$ cat src/rtl/em_stage_reg_pkg.sv
// rtl/em_stage_reg_pkg.sv - shared exception codes, overflow classes and PC defaults for the E/M stage
package em_stage_reg_pkg;

    localparam logic [4:0] EXC_NONE = 5'd0;
    localparam logic [4:0] EXC_ADEL = 5'd4;
    localparam logic [4:0] EXC_ADES = 5'd5;
    localparam logic [4:0] EXC_OV   = 5'd12;

    localparam logic [1:0] OV_NONE  = 2'b00;
    localparam logic [1:0] OV_ARITH = 2'b01;
    localparam logic [1:0] OV_LOAD  = 2'b10;
    localparam logic [1:0] OV_STORE = 2'b11;

    localparam logic [31:0] DEF_RESET_PC = 32'h0000_3000;
    localparam logic [31:0] DEF_REQ_PC   = 32'h0000_4180;

    // One stage closer to producing the result; a ready value stays ready.
    function automatic logic [1:0] age_tnew(input logic [1:0] tnew);
        return (tnew == 2'd0) ? 2'd0 : tnew - 2'd1;
    endfunction

endpackage

$ cat src/rtl/em_exc_merge.sv
// rtl/em_exc_merge.sv - folds ALU overflow into the precise exception code; EM_ADDR_OV_EN maps address overflow to AdEL/AdES
module em_exc_merge
    import em_stage_reg_pkg::*;
(
    input  logic [4:0] exc_code,
    input  logic       overflow,
    input  logic [1:0] ov_kind,
    output logic [4:0] merged
);

    always_comb begin
        merged = EXC_NONE;
        if (exc_code != EXC_NONE) begin
            merged = exc_code;
        end else if (overflow) begin
            case (ov_kind)
                OV_NONE:  merged = EXC_NONE;
                OV_ARITH: merged = EXC_OV;
`ifdef EM_ADDR_OV_EN
                OV_LOAD:  merged = EXC_ADEL;
                OV_STORE: merged = EXC_ADES;
`else
                // The M-stage address checker owns AdEL/AdES in this build.
                OV_LOAD, OV_STORE: merged = EXC_NONE;
`endif
                default:  merged = EXC_NONE;
            endcase
        end
    end

endmodule

$ cat src/rtl/em_stage_reg.sv
// rtl/em_stage_reg.sv - E/M pipeline register with flush, bubble, hold and exception merge (option macro EM_ADDR_OV_EN)
module em_stage_reg
    import em_stage_reg_pkg::*;
#(
    parameter logic [31:0] RESET_PC = DEF_RESET_PC,
    parameter logic [31:0] REQ_PC   = DEF_REQ_PC
)(
    input  logic        clk,
    input  logic        reset,
    input  logic        req,
    input  logic        en,
    input  logic        bubble,
    input  logic [31:0] E_PC,
    input  logic [31:0] E_Instr,
    input  logic [31:0] E_ALUResult,
    input  logic        E_Overflow,
    input  logic [1:0]  E_OvKind,
    input  logic [31:0] E_RtData,
    input  logic [4:0]  E_WA,
    input  logic [1:0]  E_Tnew,
    input  logic [4:0]  E_ExcCode,
    input  logic        E_BD,
    output logic [31:0] M_PC,
    output logic [31:0] M_Instr,
    output logic [31:0] M_ALUResult,
    output logic [31:0] M_RtData,
    output logic [4:0]  M_WA,
    output logic [1:0]  M_Tnew,
    output logic [4:0]  M_ExcCode,
    output logic        M_BD
);

    logic [4:0] exc_merged;

    em_exc_merge u_exc_merge (
        .exc_code (E_ExcCode),
        .overflow (E_Overflow),
        .ov_kind  (E_OvKind),
        .merged   (exc_merged)
    );

    always_ff @(posedge clk or negedge reset) begin
        if (!reset) begin
            M_PC        <= RESET_PC;
            M_Instr     <= '0;
            M_ALUResult <= '0;
            M_RtData    <= '0;
            M_WA        <= '0;
            M_Tnew      <= '0;
            M_ExcCode   <= EXC_NONE;
            M_BD        <= 1'b0;
        end else if (req) begin
            M_PC        <= REQ_PC;
            M_Instr     <= '0;
            M_ALUResult <= '0;
            M_RtData    <= '0;
            M_WA        <= '0;
            M_Tnew      <= '0;
            M_ExcCode   <= EXC_NONE;
            M_BD        <= 1'b0;
        end else if (bubble) begin
            // PC and BD ride along so CP0 still sees a correct EPC/BD for the nop.
            M_PC        <= E_PC;
            M_Instr     <= '0;
            M_ALUResult <= '0;
            M_RtData    <= '0;
            M_WA        <= '0;
            M_Tnew      <= '0;
            M_ExcCode   <= EXC_NONE;
            M_BD        <= E_BD;
        end else if (en) begin
            M_PC        <= E_PC;
            M_Instr     <= E_Instr;
            M_ALUResult <= E_ALUResult;
            M_RtData    <= E_RtData;
            M_WA        <= E_WA;
            M_Tnew      <= age_tnew(E_Tnew);
            M_ExcCode   <= exc_merged;
            M_BD        <= E_BD;
        end
    end

endmodule

$ cat config.mk
export PLATFORM = sky130hd
export DESIGN_NAME = em_stage_reg
export DESIGN_NICKNAME = d
export VERILOG_FILES = /design/src/rtl/em_stage_reg_pkg.sv /design/src/rtl/em_exc_merge.sv /design/src/rtl/em_stage_reg.sv
export SDC_FILE = /design/constraint.sdc
export NUM_CORES = 1
export LEC_CHECK = 0
export ABC_CLOCK_PERIOD_IN_PS = 1500
export BUFFER_PORTS_ARGS = -buffer_cell sky130_fd_sc_hd__buf_2
export CORE_AREA = 2 2 114 116
export DETAILED_ROUTE_END_ITERATION = 10
export DIE_AREA = 0 0 116 118
export MAX_ROUTING_LAYER = met4
export PLACE_DENSITY = 0.73
export SYNTH_ARGS = -nofsm -noshare
export SYNTH_HDL_FRONTEND = slang
export SYNTH_SLANG_ARGS = --single-unit
$ cat constraint.sdc
create_clock -name clk -period 1.5 [get_ports clk]
set_input_delay 0.075 -clock clk [delete_from_list [all_inputs] [get_ports clk]]
set_output_delay 0.075 -clock clk [all_outputs]
set_load 0.05 [all_outputs]
==> results.py, run 1 <==
metrics = {
    "status": {
        "run_status": "completed",
    },
    "clocking": {
        "h-tree-depth": 4,
        "cts_buffers": 17,
        "postCtsSetupBuffers": 0,
        "clockRootBuffer": "clkbuf_16",
        "cts_buffer_depth": 2,
        "insertion_delay_ps": 400,
        "cts.sinks": 141,
        "tritoncts": "yes",
        "cts_resized": 0,
        "hold_buffers": 143,
        "clkTransAtPathRegs_ps": 60,
    },
    "synth": {
        "synth_nets": 538,
        "synth_top_cell_by_area": "dfrtp_1",
        "synthFlopType": "dfrtp_1",
        "ys_warn_count": 0,
        "synth_area_per_cell_um2": 13.38,
        "ys_types": 18,
        "ys_seq_elements": 141,
        "synth-async-reset-ratio": 1.000,
        "synthesis.area_um2": 5204,
        "synth_edf_count": 0,
        "synth_top_area_frac": 0.6684,
        "syn_inst": 389,
        "synth_area_leaders": "dfrtp_1 (67%), a22o_1 (18%), nand2b_1 (3.6%)",
        "yosysSeqAreaShare": 0.6785,
    },
    "drt": {
        "detail-route-antenna-nets": 0,
        "via_per_inst": 5.004,
        "detail_route.wl_per_cell_um": 17.30,
        "first_pass_iters": 5,
        "num_vias": 5029,
        "drt-initial-drc-count": 369,
        "drc_errors": 0,
        "wirelength_um": 17390,
    },
    "finish": {
        "final_nets": 969,
        "fin_util": 0.7148,
        "drive_above_1_share": 0.4046,
        "stdcell_count": 1005,
        "nFillCells": 805,
        "n_antenna_cell": 0,
        "mostFrequentLayoutCells": "buf_2 (288), dlygate4sd3_1 (143), dfrtp_1 (139)",
        "area_delta_synth_final_pct": 70.52,
        "final_common_cell": "buf_2",
    },
    "power_and_ir_drop": {
        "peakVddDrop_mv": 0.7301,
        "p_per_area_nw_per_um2": 1089,
        "power_mw": 9.666,
        "leakage_nw": 4.709,
    },
    "worst_setup_path": {
        "cp_max_fo": 61,
        "cp-start-kind": "primary input",
        "crit_required_ps": 1830,
        "cp.arrival_ps": 1670,
        "critPathCaptureType": "flop",
        "path_class": "primary input to flop",
    },
    "global_routing": {
        "grt_usage": 0.2621,
        "grt_pass1_vias": 5287,
        "grt_pass1_wl_um": 26980,
        "antenna_found_initial": 0,
        "overflow": 0,
        "grt_max_degree": 69,
    },
    "sta": {
        "tns_ps": 0,
        "slew_headroom": 0.7435,
        "skew_ps": 0,
        "fin_crit_sh": 0.8920,
        "max_freq_mhz": 747.4,
        "setup_viol": 0,
        "drv_slew": 0,
        "finalHoldViolations": 0,
        "fin_crit_ps": 1338,
        "worst_slew_pin_slew_ps": 379.6,
        "holdWs_ps": 110.3,
        "rsz0062_at_grt": "no",
    },
    "die": {
        "die_x_um": 116,
        "initial_core_util": 0.4192,
        "io-pin-count": 290,
        "core_region_area_um2": 12410,
        "die_area_um2": 13690,
        "placementRows": 41,
        "die-height_um": 118,
    },
    "placed_design": {
        "port_buffers": 289,
        "dp_cells": 830,
        "dp_hpwl_um": 10170,
        "gp_congestion": 0.7989,
    },
    "run": {
        "drv_cap": 0,
    },
    "min_path": {
        "hp-class": "primary input to flop",
    },
}
-- metal layers --
metal | vias up | GRT usage | part of all wire
met4 | 0 | 0.1250 | 0.035
li1 | 2278 | - | -
met1 | 2415 | 0.3002 | 0.39
met5 | - | - | 0
met2 | 282 | 0.4258 | 0.51
met3 | 54 | 0.06900 | 0.075
-- cells by family after synthesis --
group / share of synthesized area
flops: 0.6785
simple gates: 0.07117
buf+inv: 0.03679
compound gates: 0.2135
-- layout make-up --
class	count	area, um2	area share
clock buffer	21	460.4	0.05189
sequential	141	3531	0.3979
timing repair buffer	446	3064	0.3453
multi-input combinational	214	1493	0.1682
clock inverter	11	110.1	0.01241
tap	172	215.2	0.02425
-- worst paths after layout --
check | depth (start not counted) | slack [ps] | startpoint | to
worst max-delay path | 6 | 160 | req | M_Tnew[0]$_DFFE_PN0P_
worst min-delay path | 3 | 110 | req | M_PC[14]$_DFFE_PN0P_
worst max register to register | 3 | 320 | M_Tnew[0]$_DFFE_PN0P_ | M_Tnew[0]$_DFFE_PN0P_
worst min register to register | 2 | 480 | M_PC[6]$_DFFE_PN0P_ | M_PC[6]$_DFFE_PN0P_
max in group asynchronous | 3 | 770 | reset | M_PC[12]$_DFFE_PN1P_
min in group asynchronous | 2 | 130 | reset | M_Instr[12]$_DFFE_PN0P_
-- worst max-delay path: stages --
cell	delay (ps)
buf_2	190
nor3_4	360
buf_12	300
nand2_1	90
o21ai_0	70
dlygate4sd3_1	560
-- cell usage after synthesis (2+ instances only) --
cell type and instances:
buf_6 2, nor2_1 3, buf_2 21, dfrtp_1 139, clkbuf_1 5, nand2b_1 30, buf_4 6, dfstp_2 2
a22o_1 104, a221o_1 2, o21ai_0 34, nand2_1 35
-- stage by stage --
step / worst slack [ps] / area, um2
2_1_floorplan: 472.5 / 5204
3_3_place_gp: 261.7 / 6872
3_5_place_dp: 209.3 / 6872
4_1_cts: 167.7 / 8874
5_1_grt: 77.24 / 8874
6_report: 162.0 / 8874
-- power breakdown --
group	switching, mW	internal (mW)
Sequential	0.0882	3.96
Clock	1.62	2.39
Combinational	0.984	0.622
-- sequential cells by signal, indices dropped and copies added (netlist names) --
| register | cells |
|---|---|
| M_ALUResult | 32 |
| M_Instr | 32 |
| M_PC | 32 |
| M_RtData | 32 |
| M_ExcCode | 5 |
| M_WA | 5 |
| M_Tnew | 2 |
| M_BD | 1 |
Power figures use the tool's default switching activity.
==> inputs of run 2 (changes only) <==
--- a/config.mk
+++ b/config.mk
@@ -7,11 +7,12 @@
 export LEC_CHECK = 0
 export ABC_CLOCK_PERIOD_IN_PS = 1500
 export BUFFER_PORTS_ARGS = -buffer_cell sky130_fd_sc_hd__buf_2
-export CORE_AREA = 2 2 114 116
+export CORE_AREA = 2 2 113 115
+export CTS_BUF_LIST = sky130_fd_sc_hd__clkbuf_4
 export DETAILED_ROUTE_END_ITERATION = 10
-export DIE_AREA = 0 0 116 118
+export DIE_AREA = 0 0 115 117
 export MAX_ROUTING_LAYER = met4
-export PLACE_DENSITY = 0.73
+export PLACE_DENSITY = 0.74
 export SYNTH_ARGS = -nofsm -noshare
 export SYNTH_HDL_FRONTEND = slang
 export SYNTH_SLANG_ARGS = --single-unit
==> run 2 against run 1 <==
Non-clock buffer count stayed put. Die area is 1.7% lower. Utilization is 1.5 points lower. Critical path type is now flop to output port.
==> results.py, run 2 (synthesized netlist as in run 1, its figures left out) <==
metrics = {
    "drt": {
        "detail_route.wl_per_cell_um": 18.04,
        "num_vias": 5086,
        "detail-route-antenna-nets": 0,
        "first_pass_iters": 4,
        "drt-initial-drc-count": 403,
        "via_per_inst": 5.174,
        "wirelength_um": 17730,
        "drc_errors": 0,
    },
    "placed_design": {
        "dp_hpwl_um": 10090,
        "dpl_cell_area_um2": 6842,
        "post-place-ws_ps": 250.1,
        "gp_congestion": 0.8429,
        "dp_cells": 806,
        "port_buffers": 289,
    },
    "finish": {
        "multi_input_area_um2": 1493,
        "mostFrequentLayoutCells": "buf_2 (288), dlygate4sd3_1 (145), dfrtp_1 (139)",
        "fin_util": 0.7002,
        "area_delta_synth_final_pct": 65.66,
        "fin_area_um2": 8621,
        "stdcell_count": 983,
        "ff_latch_area_um2": 3531,
        "final_nets": 969,
        "final_common_cell": "buf_2",
        "drive_above_1_share": 0.4034,
        "nFillCells": 812,
        "n_antenna_cell": 0,
    },
    "sta": {
        "setup_viol": 0,
        "holdWs_ps": 61.39,
        "drv_slew": 0,
        "rsz0062_at_grt": "no",
        "max_freq_mhz": 712.5,
        "worst_slew_pin_slew_ps": 377.7,
        "tns_ps": 0,
        "fin_crit_sh": 0.9356,
        "setup_slack_ps": 96.56,
        "skew_ps": 0,
        "finalHoldViolations": 0,
        "fin_crit_ps": 1403,
        "slew_headroom": 0.7447,
    },
    "clocking": {
        "cts.sinks": 141,
        "tritoncts": "yes",
        "cts_buffers": 17,
        "insertion_delay_ps": 530,
        "postCtsSetupBuffers": 0,
        "clkTransAtPathRegs_ps": 120,
        "cts_buffer_depth": 2,
        "cts_resized": 0,
        "h-tree-depth": 4,
        "clockRootBuffer": "clkbuf_4",
        "hold_buffers": 145,
    },
    "worst_setup_path": {
        "critPathSlowestCell": "dfstp_2",
        "r2r_start": "M_PC[14]$_DFFE_PN0P_",
        "r2r_slack_ps": 210,
        "cp.arrival_ps": 1330,
        "crit_start": "M_PC[12]$_DFFE_PN1P_",
        "ff2ff_path_depth": 3,
        "crit_cells": 1,
        "critPathCaptureType": "output port",
        "slowest_delay_ps": 550,
        "crit_required_ps": 1420,
        "path_class": "flop to output port",
        "crit_chain": "buf_2",
        "critPathTopFamily": "flip-flops",
        "cp_num_buf_inv": 1,
        "cp-start-kind": "flop",
        "cp_max_fo": 2,
    },
    "power_and_ir_drop": {
        "power_mw": 8.469,
        "leakage_nw": 4.598,
        "p_per_area_nw_per_um2": 982.4,
        "peakVddDrop_mv": 0.5449,
    },
    "die": {
        "die_area_um2": 13460,
        "placementRows": 41,
        "io-pin-count": 290,
        "core_region_area_um2": 12310,
        "initial_core_util": 0.4227,
        "die_x_um": 115,
        "die-height_um": 117,
    },
    "min_path": {
        "holdPathStages": 5,
        "hp-start": "en",
        "hp-class": "primary input to flop",
    },
    "global_routing": {
        "grt_usage": 0.2668,
        "grt_pass1_wl_um": 26630,
        "grt_pass1_vias": 5257,
        "antenna_found_initial": 0,
        "grt_max_degree": 81,
        "overflow": 0,
    },
    "status": {
        "run_status": "completed",
    },
    "run": {
        "drv_cap": 0,
    },
}
run 2: worst paths after layout:
path                                       endpoint
setup / recovery                           M_PC[12]
hold / removal                 M_PC[13]$_DFFE_PN1P_
setup reg to reg               M_PC[14]$_DFFE_PN0P_
hold reg to reg                M_PC[13]$_DFFE_PN1P_
max in group asynchronous  M_RtData[12]$_DFFE_PN0P_
min in group asynchronous   M_Instr[16]$_DFFE_PN0P_
run 2: worst register-to-register path, cell delays in order, from the launching register on:
cell and delay [ps]:
dfrtp_1 420, nand2_1 80, o21ai_0 100, dlygate4sd3_1 580
run 2: power breakdown:
| group | internal [mW] | switching [mW] | total (mW) |
|---|---|---|---|
| Sequential | 3.95 | 0.0938 | 4.05 |
| Clock | 1.34 | 1.46 | 2.81 |
| Combinational | 0.626 | 0.992 | 1.62 |
run 2: metal layers:
layer	vias up	global-route usage	share of wire
met5	-	-	0
met4	0	0.1197	0.032
met3	49	0.06231	0.071
met2	293	0.4443	0.51
met1	2465	0.3102	0.38
li1	2279	-	-
run 2: cell type report:
cell class / instances / share of cell area
clock inverters: 14 / 0.02235
clock buffers: 18 / 0.01567
well taps: 150 / 0.02177
repair buffers: 446 / 0.3575
multi-input cells: 214 / 0.1731
flip-flops and latches: 141 / 0.4096
